--- config.mk ---
export PLATFORM = sky130hd
export DESIGN_NAME = ssd_scan_sequencer
export DESIGN_NICKNAME = d
export VERILOG_FILES = /design/src/rtl/ssd_pkg.sv /design/src/rtl/ssd_hex_decoder.sv /design/src/rtl/ssd_scan_sequencer.sv
export SDC_FILE = /design/constraint.sdc
export NUM_CORES = 1
export LEC_CHECK = 0
export CAP_MARGIN = 20
export CORE_ASPECT_RATIO = 0.75
export CORE_UTILIZATION = 63
export DETAILED_ROUTE_END_ITERATION = 16
export DONT_BUFFER_PORTS = 1
export PLACE_DENSITY = 0.86
export SLEW_MARGIN = 10
export SYNTH_ARGS = -nofsm -noshare
export SYNTH_HDL_FRONTEND = slang
export SYNTH_HIERARCHICAL = 1
export SYNTH_SLANG_ARGS = --single-unit
--- constraint.sdc ---
create_clock -name clk_i -period 2.75 [get_ports clk_i]
set_input_delay 0.275 -clock clk_i [delete_from_list [all_inputs] [get_ports clk_i]]
set_output_delay 0.275 -clock clk_i [all_outputs]
set_load 0.005 [all_outputs]
--- src/rtl/ssd_pkg.sv ---
// ssd_pkg
// Shared definitions for the seven-segment scan sequencer.
//  - scan_state_e    : per-slot FSM states (BLANK anti-ghost interval, SHOW)
//  - SEG_TABLE       : 16-entry hex -> segment table, active-high, bit order g..a
//  - seg_polarity    : maps active-high segments onto the board's segment polarity
//  - sel_polarity    : maps an active-high one-hot select onto the board's select polarity
// No ports; imported with "import ssd_pkg::*;".
package ssd_pkg;

   typedef enum logic {
      ST_BLANK = 1'b0,
      ST_SHOW  = 1'b1
   } scan_state_e;

   // Index = hex nibble, value = {g,f,e,d,c,b,a}, 1 = segment lit.
   // Letters follow the usual mixed-case forms: A b C d E F.
   localparam logic [6:0] SEG_TABLE [16] = '{
      7'h3F, 7'h06, 7'h5B, 7'h4F,
      7'h66, 7'h6D, 7'h7D, 7'h07,
      7'h7F, 7'h6F, 7'h77, 7'h7C,
      7'h39, 7'h5E, 7'h79, 7'h71
   };

   function automatic logic [7:0] seg_polarity(input logic [7:0] segHigh, input bit activeLow);
      return activeLow ? ~segHigh : segHigh;
   endfunction

   function automatic logic [7:0] sel_polarity(input logic [7:0] selHigh, input bit activeLow);
      return activeLow ? ~selHigh : selHigh;
   endfunction

endpackage

--- src/rtl/ssd_hex_decoder.sv ---
// ssd_hex_decoder
// Combinational hex nibble + decimal point -> 8-bit active-high segment vector.
// Board polarity is applied later, in the sequencer's output register.
// Ports:
//  nibble_i   [3:0]  hex value to show
//  dp_i              decimal point, 1 = lit
//  segHigh_o  [7:0]  [7] = DP, [6:0] = g..a, 1 = lit
module ssd_hex_decoder
   import ssd_pkg::*;
(
   input  logic [3:0] nibble_i,
   input  logic       dp_i,
   output logic [7:0] segHigh_o
);

   assign segHigh_o = {dp_i, SEG_TABLE[nibble_i]};

endmodule

--- src/rtl/ssd_scan_sequencer.sv ---
// ssd_scan_sequencer
// Time-multiplexes DIGITS seven-segment digits over one shared segment bus.
// Each digit owns a slot of PRESCALE cycles: BLANK_CYCLES dark cycles to stop
// ghosting while the bus switches, then SHOW. Display data lives in a shadow
// register reloaded only at the frame boundary, so a frame never mixes old and
// new data.
// Optional feature macro: SSD_DIMMING_EN (adds bright_i and PWM inside SHOW).
// Ports:
//  clk_i         system clock
//  rst_ni        asynchronous reset, active-low
//  data_i        hex nibble per digit, digit i = data_i[4i+3:4i]
//  dp_i          decimal point per digit, 1 = lit
//  digitEn_i     1 = digit displayed, 0 = dark (slot still consumed)
//  bright_i      (SSD_DIMMING_EN only) brightness 0..15, 15 = full SHOW duty
//  load_i        request to capture data/dp/enable at the next frame end
//  loadAck_o     1-cycle pulse on the first cycle after a capture
//  outputSeg_o   [7] = DP, [6:0] = g..a, polarity from SEG_ACTIVE_LOW
//  outputSel_o   one-hot digit select, polarity from SEL_ACTIVE_LOW
//  scanClk_o     1-cycle pulse on the first cycle of every slot
//  frameDone_o   1-cycle pulse on the last cycle of digit DIGITS-1
module ssd_scan_sequencer
   import ssd_pkg::*;
#(
   parameter int DIGITS         = 4,
   parameter int PRESCALE       = 50000,
   parameter int BLANK_CYCLES   = 16,
   parameter bit SEG_ACTIVE_LOW = 1'b1,
   parameter bit SEL_ACTIVE_LOW = 1'b1
) (
   input  logic                  clk_i,
   input  logic                  rst_ni,
   input  logic [4*DIGITS-1:0]   data_i,
   input  logic [DIGITS-1:0]     dp_i,
   input  logic [DIGITS-1:0]     digitEn_i,
`ifdef SSD_DIMMING_EN
   input  logic [3:0]            bright_i,
`endif
   input  logic                  load_i,
   output logic                  loadAck_o,
   output logic [7:0]            outputSeg_o,
   output logic [DIGITS-1:0]     outputSel_o,
   output logic                  scanClk_o,
   output logic                  frameDone_o
);

   localparam int CNT_W = (PRESCALE > 1) ? $clog2(PRESCALE) : 1;
   localparam int DIG_W = (DIGITS > 1) ? $clog2(DIGITS) : 1;

   localparam logic [CNT_W-1:0] SLOT_LAST  = CNT_W'(PRESCALE - 1);
   localparam logic [CNT_W-1:0] BLANK_LAST = CNT_W'((BLANK_CYCLES > 0) ? BLANK_CYCLES - 1 : 0);
   localparam logic [DIG_W-1:0] DIGIT_LAST = DIG_W'(DIGITS - 1);

   localparam scan_state_e SLOT_START_STATE = (BLANK_CYCLES > 0) ? ST_BLANK : ST_SHOW;

   localparam logic [7:0]        SEG_OFF = seg_polarity(8'h00, SEG_ACTIVE_LOW);
   localparam logic [DIGITS-1:0] SEL_OFF = DIGITS'(sel_polarity(8'h00, SEL_ACTIVE_LOW));

   // The counters and FSM run one cycle ahead of the registered outputs: the
   // values held here describe the cycle the output registers will show next.
   logic [CNT_W-1:0]    slotCnt_q,  slotCnt_d;
   logic [DIG_W-1:0]    digitIdx_q, digitIdx_d;
   scan_state_e         state_q,    state_d;

   logic [4*DIGITS-1:0] shData_q,   shData_d;
   logic [DIGITS-1:0]   shDp_q,     shDp_d;
   logic [DIGITS-1:0]   shEn_q,     shEn_d;
   logic [3:0]          shBright_q, shBright_d;

   logic [7:0]          seg_q,      seg_d;
   logic [DIGITS-1:0]   sel_q,      sel_d;
   logic                scan_q,     scan_d;
   logic                frame_q,    frame_d;
   logic                ack_q,      ack_d;

   logic                loadTake;
   logic                dimOk;
   logic                lit;
   logic [7:0]          decSeg;
   logic [DIGITS-1:0]   selOneHot;

   // A load is honoured only while FRAME_DONE is on the pins. The output
   // registers are loading the first cycle of digit 0 at that same edge, so
   // the decode path below reads the post-load shadow (the _d values).
   assign loadTake = frame_q & load_i;

   // Shadow next-state: either keep the current frame's data or take the
   // user inputs when a load is accepted.
   always_comb begin
      shData_d   = shData_q;
      shDp_d     = shDp_q;
      shEn_d     = shEn_q;
      shBright_d = shBright_q;
      if (loadTake) begin
         shData_d = data_i;
         shDp_d   = dp_i;
         shEn_d   = digitEn_i;
`ifdef SSD_DIMMING_EN
         shBright_d = bright_i;
`endif
      end
   end

   // Slot counter and digit index; every slot is exactly PRESCALE cycles so
   // the refresh rate never depends on which digits are enabled.
   always_comb begin
      slotCnt_d  = slotCnt_q + 1'b1;
      digitIdx_d = digitIdx_q;
      if (slotCnt_q == SLOT_LAST) begin
         slotCnt_d  = '0;
         digitIdx_d = (digitIdx_q == DIGIT_LAST) ? '0 : digitIdx_q + 1'b1;
      end
   end

   ssd_hex_decoder uDecoder (
      .nibble_i  (shData_d[{digitIdx_q, 2'b00} +: 4]),
      .dp_i      (shDp_d[digitIdx_q]),
      .segHigh_o (decSeg)
   );

   // Brightness PWM: only the first part of SHOW is lit, its length scaled by
   // (bright+1)/16 of the SHOW window.
`ifdef SSD_DIMMING_EN
   logic [31:0] showCnt;
   logic [31:0] dimLimit;
   assign showCnt  = 32'(slotCnt_q) - 32'(BLANK_CYCLES);
   assign dimLimit = (32'(PRESCALE - BLANK_CYCLES) * (32'(shBright_d) + 32'd1)) >> 4;
   assign dimOk    = (showCnt < dimLimit);
`else
   assign dimOk = 1'b1;
`endif

   // Slot FSM next state plus the next values of every registered output.
   always_comb begin
      state_d   = state_q;
      lit       = 1'b0;
      selOneHot = '0;
      seg_d     = SEG_OFF;
      sel_d     = SEL_OFF;
      scan_d    = (slotCnt_q == '0);
      frame_d   = (slotCnt_q == SLOT_LAST) && (digitIdx_q == DIGIT_LAST);
      ack_d     = loadTake;

      case (state_q)
         ST_BLANK: begin
            if (slotCnt_q == BLANK_LAST) begin
               state_d = ST_SHOW;
            end
         end
         ST_SHOW: begin
            lit = shEn_d[digitIdx_q] & dimOk;
            if (slotCnt_q == SLOT_LAST) begin
               state_d = SLOT_START_STATE;
            end
         end
         default: begin
            state_d = SLOT_START_STATE;
         end
      endcase

      if (lit) begin
         selOneHot = DIGITS'(1) << digitIdx_q;
         seg_d     = seg_polarity(decSeg, SEG_ACTIVE_LOW);
         sel_d     = DIGITS'(sel_polarity(8'(selOneHot), SEL_ACTIVE_LOW));
      end
   end

   // Timing state: counters and FSM. Async reset puts us at slot 0 of digit 0.
   always_ff @(posedge clk_i or negedge rst_ni) begin
      if (!rst_ni) begin
         slotCnt_q  <= '0;
         digitIdx_q <= '0;
         state_q    <= SLOT_START_STATE;
      end else begin
         slotCnt_q  <= slotCnt_d;
         digitIdx_q <= digitIdx_d;
         state_q    <= state_d;
      end
   end

   // Shadow display data. Reset clears it so the display stays dark until
   // the first accepted load; brightness defaults to full.
   always_ff @(posedge clk_i or negedge rst_ni) begin
      if (!rst_ni) begin
         shData_q   <= '0;
         shDp_q     <= '0;
         shEn_q     <= '0;
         shBright_q <= 4'hF;
      end else begin
         shData_q   <= shData_d;
         shDp_q     <= shDp_d;
         shEn_q     <= shEn_d;
         shBright_q <= shBright_d;
      end
   end

   // Output registers; polarity inversion already folded into seg_d/sel_d.
   always_ff @(posedge clk_i or negedge rst_ni) begin
      if (!rst_ni) begin
         seg_q   <= SEG_OFF;
         sel_q   <= SEL_OFF;
         scan_q  <= 1'b0;
         frame_q <= 1'b0;
         ack_q   <= 1'b0;
      end else begin
         seg_q   <= seg_d;
         sel_q   <= sel_d;
         scan_q  <= scan_d;
         frame_q <= frame_d;
         ack_q   <= ack_d;
      end
   end

   assign outputSeg_o = seg_q;
   assign outputSel_o = sel_q;
   assign scanClk_o   = scan_q;
   assign frameDone_o = frame_q;
   assign loadAck_o   = ack_q;

endmodule

=== After elaboration in Yosys (flattened, before gate mapping) ===
Memories as Yosys holds them, arrays and structs flattened.
Cells that the tools add are included.

* Add/subtract/negate cells: 2
* Magnitude comparators: 2
* Eq/ne operators: 3
* Shift-type cells: 2
* Multiplexer cells: 17
* Bitwise operators: 5
* Reductions and logical operators: 2

{| class="wikitable"
|+ Operators by type and width
! cell !! number
|-
| 16-bit two-way mux || 2
|-
| 16-bit by 1-bit adder with 16-bit output (second input constant) || 1
|-
| 16-bit == test (second input constant) || 1
|-
| 16-bit by 4-bit == test with 1-bit output (second input constant) || 1
|-
| 16-bit logical NOT || 1
|-
| 16-bit by 5-bit indexed part select with 4-bit output || 1
|-
| 7-bit two-way mux || 2
|-
| 4-bit two-way mux || 3
|-
| 8-bit two-way mux || 1
|-
| 8-bit inverter || 1
|-
| 5-bit greater-or-equal comparator (second input constant) || 1
|-
| 1-bit two-way mux || 5
|-
| 4-bit inverter with 5-bit output || 1
|-
| 1-bit binary-select mux with 2-bit select || 2
|-
| 4-bit inverter || 1
|-
| 1-bit by 2-bit << shifter with 4-bit output (first input constant) || 1
|-
| 2-bit by 3-bit less-than comparator with 1-bit output (second input constant) || 1
|-
| 2-bit by 1-bit adder with 2-bit output (second input constant) || 1
|-
| 2-bit == test (second input constant) || 1
|-
| 2-bit two-way mux || 1
|-
| 1-bit case mux with 2 select lines || 1
|-
| 1-bit bitwise AND || 1
|-
| 1-bit logical AND || 1
|-
| 1-bit inverter || 1
|}

* Flip-flop bits (word level): 58
* ROM bits: 112
* Input bits: 27
* Output and inout bits: 15
* Logic and storage cells: 45
* Memories kept: 1

{| class="wikitable"
|+ Memories
! name !! words !! width !! read ports !! clocked after memory_dff !! wr ports !! RTL line !! source
|-
| (name not given) || 16 || 7 || 1 || 0 || 0 || ssd_hex_decoder.sv:16 || <nowiki>assign segHigh_o = {dp_i, SEG_TABLE[nibble_i]};</nowiki>
|}

=== Longest topological paths before layout ===
Gate-level depths: netlist of the first run.

* Word-level depth: 9
* Mapped depth: 9
* Gate-level depth less buffers: 8

=== Hierarchy ===
Netlist of the first run, hierarchy kept.

{| class="wikitable"
|+ Modules (own cells, without submodules)
! module !! instances !! cells an instance !! area each (um^2)
|-
| ssd_scan_sequencer || 1 || 192 || 2573.7
|-
| ssd_hex_decoder || 1 || 34 || 295.3
|}

=== Worst setup path before layout of the first run ===
OpenSTA, ideal clock, no wires.

* Path type: register -> register
* Start: reg frame_q, in the netlist frameDone_o
* End: reg seg_q[3], in the netlist outputSeg_o[3]
* Setup time: 0.060 ns
* Data arrival time: 2.468 ns
* Required time: 2.690 ns
* Path slack: 0.221 ns
* Cell stages (with the launch flop): 10
* Cells stage by stage: dfrtp_1 nand2_4 buf_6 mux2_4 mux4_2 inv_1 ha_1 inv_1 mux4_1 nand2_1

* Cells in the longest elaborated chain, start to end: 9
* Elaborated cells on any way between the ends: 13
* Those cells by class: shift (1); mux (8); bitwise (3); memory (1)

{| class="wikitable"
|+ Ends and longest elaborated chain
! item !! RTL line !! source
|-
| from (decl) || ssd_scan_sequencer.sv:72 || <nowiki>logic frame_q, frame_d;</nowiki>
|-
| from (signal assigned) || ssd_scan_sequencer.sv:208 || <nowiki>frame_q <= frame_d;</nowiki>
|-
| 1-bit bitwise AND || ssd_scan_sequencer.sv:84 || <nowiki>assign loadTake = frame_q & load_i;</nowiki>
|-
| 16-bit two-way mux || ssd_scan_sequencer.sv:93 || <nowiki>if (loadTake) begin</nowiki>
|-
| named net shData_d[5] || ssd_scan_sequencer.sv:64 || <nowiki>logic [4*DIGITS-1:0] shData_q, shData_d;</nowiki>
|-
| 16-bit by 5-bit indexed part select with 4-bit output || ssd_scan_sequencer.sv:115 || <nowiki>.nibble_i (shData_d[{digitIdx_q, 2'b00} +: 4]),</nowiki>
|-
| 4-bit inverter with 5-bit output (implied by the code) || ssd_hex_decoder.sv:16 ||
|-
| memory read 16 x 7 bit || -- ||
|-
| 7-bit two-way mux (implied by the code) (2 in series) || ssd_hex_decoder.sv:16 ||
|-
| named net decSeg[3] || ssd_scan_sequencer.sv:78 || <nowiki>logic [7:0] decSeg;</nowiki>
|-
| 8-bit inverter || ssd_pkg.sv:25 || <nowiki>return activeLow ? ~segHigh : segHigh;</nowiki>
|-
| 8-bit two-way mux || ssd_scan_sequencer.sv:160 || <nowiki>if (lit) begin</nowiki>
|-
| named net seg_d[3] || ssd_scan_sequencer.sv:69 || <nowiki>logic [7:0] seg_q, seg_d;</nowiki>
|-
| to (signal assigned) || ssd_scan_sequencer.sv:205 || <nowiki>seg_q <= seg_d;</nowiki>
|-
| to (decl) || ssd_scan_sequencer.sv:69 ||
|}

The timed path passes the listed nets, and every way through them passes these cells. The select of a mux whose other input is x is not followed.
A chain may end at the register's enable or synchronous reset.

=== Worst setup path in the final report of the first run ===
Same ends and word-level chain as after synthesis.

==> metrics.txt, run 1 <==
CTS tree=built; final setup violation count=0; Root Driver=clkbuf_8; Post-synth EDFFs=0; Leak Pwr=approximately 1.5 nW; P per Cell Area=around 550 nW/um^2; initial drt markers=roughly 140; Fmax achieved=approximately 0.38 GHz; CP startpoint=frameDone_o$_DFF_PN0_; Die Wd=approximately 80 um; Layout area overhead=10.9%; vias in the first global route=~1900; Avg Cell Area, Syn=approximately 13 um^2; clock buffer depth=2; Post-Synth Adder-Cell Area=between 5 and 6%; Slew headroom=about 57%; chip height=approximately 60 um; Filler Cell Count=about 260; Critical Path AT=a little under 3000 ps; critical path peak fanout=17; post-synthesis register bit count=between 50 and 60; RSZ-0062 raised after global routing=false; largest net degree at the start of global routing=slightly below 60; Num CTS Buffers=9; required time of the critical path=between 3000 and 4000 ps; Psw=between 0.3 and 0.4 mW; Crit. End Element=register; Crit Reg-Reg Endpoint=outputSeg_o[3]$_DFF_PN1_; DRC=0; worst skew pair latency=between 300 and 400 ps; Row Count=20; CP Class=register to register; layout cells sized above 1=roughly 29%; worst min-delay path class=input port to register; final hold vios=0; vias per cell=6.09; min Tclk post-route=approximately 2600 ps; mux cell area share after synthesis=17.3%; Max-cap violations=0; r2r setup slk=~100 ps; syn nets=between 200 and 300; Post-synth ARST share=100%; DPL Wire Length=approximately 3700 um; Tcrit/Tclk final=between 90% and 100%; Post-synth top flop=dfrtp_1; Seq pwr share=about half; global placement routability congestion=about 0.82; clock power share=49.7%; n_diodes=0; Final Power=about 1.7 mW; DR pass1 iterations=4; Avg WL per Cell=roughly 20 um; switching share of total power=20.1%; combinational share of power=approximately 1.3%; post-synthesis simple-gate area fraction=13.3%; Setup Fix Bufs, Post-CTS=0; Post-Route Setup TNS=0 ps; Synth warnings=6; core area=around 4200 um^2; die area=a little under 5000 um^2; worst r2r path cells=8; H-tree depth=3; Syn Inst Count=between 200 and 250; Peak VDD IR=about 0.37 mV; Critical Path End=outputSeg_o[3]$_DFF_PN1_; Int Power=1.39 mW; final net count=~280; max-slew violations=0; compound-cell area share of the yosys netlist=roughly 4.6%; RR Startpoint=frameDone_o$_DFF_PN0_; Worst Skew=8.07 ps; Congestion Overflow GR=0; final hold slack=between 90 and 100 ps; XOR/XNOR share of the synthesized area=3.97%; CP startpoint kind=register; IO Pins=42; initial antenna violation count=0; worst slew pin tran=between 600 and 700 ps; Reg clk slew, reported paths=about 60 ps; starting density of the core=approximately two thirds; run status=completed; Via Count=1804; Cell variety after synth=44; Syn Std Cell Area=~2900 um^2; fin util=between 70% and 80%; DRT Wirelength=between 5000 and 6000 um; IO Port Bufs=0; Tot GR Track Use=28.8%; Final ANT Viol Nets=0; largest family of logic cells by synthesized area=multiplexers; Num Clock Sinks=58; sequential fraction of the synthesis area=between 50% and 60%; first-pass GRT wire length=roughly 10000 um
cell families (layout without fill, tap and decap cells):
group / count (synthesis) / in the layout
AOI/OAI and AO/OA: 18 / 18
xor gates and xnor gates: 13 / 13
adders and majority gates: 13 / 13
buffers and inverters: 21 / 36
DFF: 58 / 58
muxes: 33 / 33
and+or+nand+nor: 70 / 70
Yosys cell counts, drive strengths merged, types with 2 or more instances:
master | count | area, um^2
xnor2 | 6 | 52.6
mux2i | 2 | 20.0
nor4 | 7 | 65.1
a21o | 3 | 22.5
nand2 | 19 | 78.8
mux4 | 6 | 139
o31a | 2 | 18.8
or2 | 2 | 12.5
or3 | 2 | 12.5
nand3 | 8 | 40.0
nand2b | 2 | 12.5
inv | 11 | 41.3
clkinv | 2 | 7.51
mux2 | 25 | 338
buf | 7 | 61.3
dfrtp | 46 | 1150
and3 | 5 | 31.3
ha | 13 | 163
nand4 | 4 | 25.0
a21oi | 3 | 15.0
nor2 | 10 | 37.5
a2111oi | 3 | 26.3
dfstp | 12 | 315
nor2b | 2 | 12.5
o21ai | 3 | 15.0
nor3 | 5 | 25.0
xor2 | 7 | 61.3
power by group through the flow:
stage / registers [mW] / logic (mW) / clock network [mW]
after detailed placement: 0.869 / 0.000758 / 0
after floorplan: 0.869 / 0.000758 / 0
after global placement: 0.869 / 0.000758 / 0
after CTS: 0.854 / 0.0233 / 0.884
after global routing: 0.853 / 0.0261 / 0.926
final: 0.854 / 0.0222 / 0.866
layout by cell type (no fill, tap or decap), types with 2 or more instances in the layout:
master and instances:
xnor2_1 6, mux4_2 5, or2_2 2, nand2_1 18
nor4_2 2, clkinv_1 2, nor2_1 10, nor2b_1 2
or3_1 2, a21o_1 3, nor4_1 4, and3_1 5
nand4_1 4, o21ai_0 3, ha_1 13, clkinv_2 2
mux2_2 10, xor2_1 7, inv_1 11, bufinv_16 2
nand3_1 8, nand2b_1 2, mux2_4 15, clkbuf_8 10
nor3_1 5, dfrtp_1 46, buf_4 4, dfstp_2 12
a21oi_1 3, mux2i_1 2, a2111oi_0 3
repair_timing:
item | in CTS | in global routing
endpoints found under the hold margin | 58 | 0
hold buffers | 2 | 0
setup endpoints to repair | 0 | 1
resized for setup | 0 | 1
sequential cells by signal, indices dropped and copies added, names as in the netlist:
register,flops
slotCnt_q,16
frameDone_o,1
shDp_q,4
scanClk_o,1
shData_q,16
shEn_q,4
outputSel_o,4
state_q,1
outputSeg_o,8
digitIdx_q,2
loadAck_o,1
metrics by stage:
| step | std cells | setup WS, ps | area, um^2 |
|---|---|---|---|
| finish | 296 | 104 | 3180 |
| global route | 296 | 18.1 | 3180 |
| floorplan | 226 | 221 | 2870 |
| detailed placement | 277 | 85.5 | 2910 |
| CTS | 295 | 62.2 | 3170 |
| global placement | 277 | 217 | 2910 |
routing by layer:
metal / track usage, % / wire, um
met1: 37.3 / 2540
met2: 43.2 / 2760
met3: 11.7 / 471
met4: 13.5 / 116
met5: 0 / 0
area by class of cell:
type	count	area, um^2	area share (%)
repair buffers	7	75.1	2.36
well taps	55	68.8	2.16
flip-flops and latches	58	1470	46.1
inverters	13	48.8	1.53
multi-input cells	147	1300	41.0
clock inverters	5	77.6	2.44
clock buffers	11	141	4.44
how the worst min path moves through the flow:
stage,start,to,slack (ps),depth (start not counted)
after global placement,rst_ni,shData_q[11]$_DFF_PN0_,-20,0
final,data_i[13],shData_q[13]$_DFF_PN0_,90,1
after global routing,dp_i[1],shDp_q[1]$_DFF_PN0_,80,1
after detailed placement,rst_ni,shData_q[11]$_DFF_PN0_,-20,0
after floorplan,rst_ni,digitIdx_q[0]$_DFFE_PN0N_,-20,0
after CTS,dp_i[1],shDp_q[1]$_DFF_PN0_,70,1
critical path, cell delays in order (launching register included):
cell and delay, ps:
dfrtp_1 450, nand2_8 210, mux2_2 370, mux4_2 530, inv_1 160, ha_1 260, inv_1 50, mux4_1 470
nand2_1 70
(Power assumes the default switching activity.)
==> inputs of run 2 (changes only) <==
Settings changed: RECOVER_POWER from default to 50.
==> run 2 against run 1 <==
  * Die area is the same
  * Routed wire length grew 0.29%
  * Largest power group unchanged
  * Final cell count stayed put
  * Non-clock buffer count is the same
  * Register-to-register slack is essentially flat
==> metrics.txt, run 2 (same netlist as run 1, synthesis figures left out) <==
run status=completed; Crit. End Element=register; Root Driver=clkbuf_8; post-place setup slack=between 80 and 90 ps; Tcrit/Tclk final=between 90 and 100%; worst slew pin tran=approximately 1400 ps; placed insts=277; final hold vios=0; Tot GR Track Use=28.8%; H-tree depth=3; fin util=about 75%; final hold slack=between 80 and 90 ps; core area=between 4000 and 5000 um^2; CP startpoint=frameDone_o$_DFF_PN0_; clock buffer depth=2; commonest non-fill, non-tap cell in the layout=dfrtp_1; Num Clock Sinks=58; RSZ-0062 raised after global routing=false; DPL Wire Length=roughly 3700 um; DRC=0; Layout area overhead=9.99%; CP Class=register to register; global placement routability congestion=between 0.8 and 0.9; first-pass GRT wire length=roughly 9800 um; Num CTS Buffers=9; worst min-delay path class=input port to register; die area=4830 um^2; Worst Skew=approximately 5.9 ps; CP startpoint kind=register; chip height=roughly 60 um; Filler Cell Count=roughly 270; multi-input logic area=about 1300 um^2; IO Port Bufs=0; starting density of the core=68.2%; max-slew violations=0; Seq. cell area=about 1500 um^2; largest net degree at the start of global routing=59; fin area=3160 um^2; initial drt markers=149; P per Cell Area=552 nW/um^2; IO Pins=42; hold_sp=data_i[13]; Post-Route Setup TNS=0 ps; Row Count=20; min Tclk post-route=approximately 2600 ps; Final Power=approximately 1.7 mW; Setup Fix Bufs, Post-CTS=0; Setup WS post-layout=roughly 120 ps; critical path peak fanout=17; Leak Pwr=between 1 and 1.5 nW; most frequent cells in the layout=dfrtp_1, nand2_1, mux2_4; Final ANT Viol Nets=0; RR Startpoint=frameDone_o$_DFF_PN0_; DR pass1 iterations=4; vias per cell=around 6.1; CTS tree=built; Layout Cells excl Fill=a little under 300; Reg clk slew, reported paths=roughly 70 ps; final net count=roughly 280; required time of the critical path=between 3000 and 4000 ps; Avg WL per Cell=19.9 um; Die Wd=around 80 um; Via Count=about 1800; Congestion Overflow GR=0; Max-cap violations=0; vias in the first global route=approximately 1900; DP Area=slightly below 3000 um^2; initial antenna violation count=0; Fmax achieved=roughly 0.38 GHz; worst skew pair latency=340 ps; Critical Path AT=2910 ps; Slew headroom=7.41%; DRT Wirelength=between 5000 and 6000 um; Peak VDD IR=0.371 mV; n_diodes=0; final setup violation count=0; layout cells sized above 1=between 20 and 30%
[run 2: changes by cell type in the layout (fill, tap and decap cells not counted), sizes merged]
cell	change
clkbuf	+1
buf	-1
[run 2: worst paths after layout]
path / endpoint / slack, ps / cells past startpoint
max: outputSeg_o[3]$_DFF_PN1_ / 120 / 8
min: shData_q[13]$_DFF_PN0_ / 90 / 1
max reg2reg: outputSeg_o[3]$_DFF_PN1_ / 120 / 8
min reg2reg: shEn_q[3]$_DFF_PN0_ / 480 / 1
max in group asynchronous: slotCnt_q[10]$_DFF_PN0_ / 1100 / 2
min in group asynchronous: shData_q[8]$_DFF_PN0_ / 820 / 2
[run 2: critical path, stage by stage, from the launching register on]
cell and delay [ps]:
dfrtp_1 450, nand2_8 200, mux2_2 370, mux4_2 530, inv_1 160, ha_1 250, inv_1 50, mux4_1 470
nand2_1 70
[run 2: timing repair]
item                                    4_1_cts  5_1_grt
endpoints found under the hold margin        58        0
resized for setup                             0        1
endpoints found under the setup margin        0        1
hold buffers                                  2        0
[run 2: final cells by class]
| type | count | share of cell area [%] |
|---|---|---|
| clock inverters | 5 | 2.46 |
| repair buffers | 7 | 1.67 |
| inverters | 13 | 1.55 |
| well taps | 55 | 2.18 |
| multi-input cells | 147 | 41.2 |
| flip-flops and latches | 58 | 46.5 |
| clock buffers | 11 | 4.48 |
[run 2: layer usage]
layer  vias up  GRT usage (%)  routed length [um]
met5         -              0                   0
met4         0           13.5                 133
met3        17           11.7                 375
met2        67           43.2                2780
met1       908           37.3                2620
li1        813              -                   -
[run 2: where the power goes]
| group | internal, mW | switching (mW) | leakage (nW) |
|---|---|---|---|
| combinational | 0.00219 | 0.0157 | 0.617 |
| clock | 0.531 | 0.338 | 0.109 |
| sequential | 0.854 | 0 | 0.750 |
| total | 1.39 | 0.354 | 1.48 |
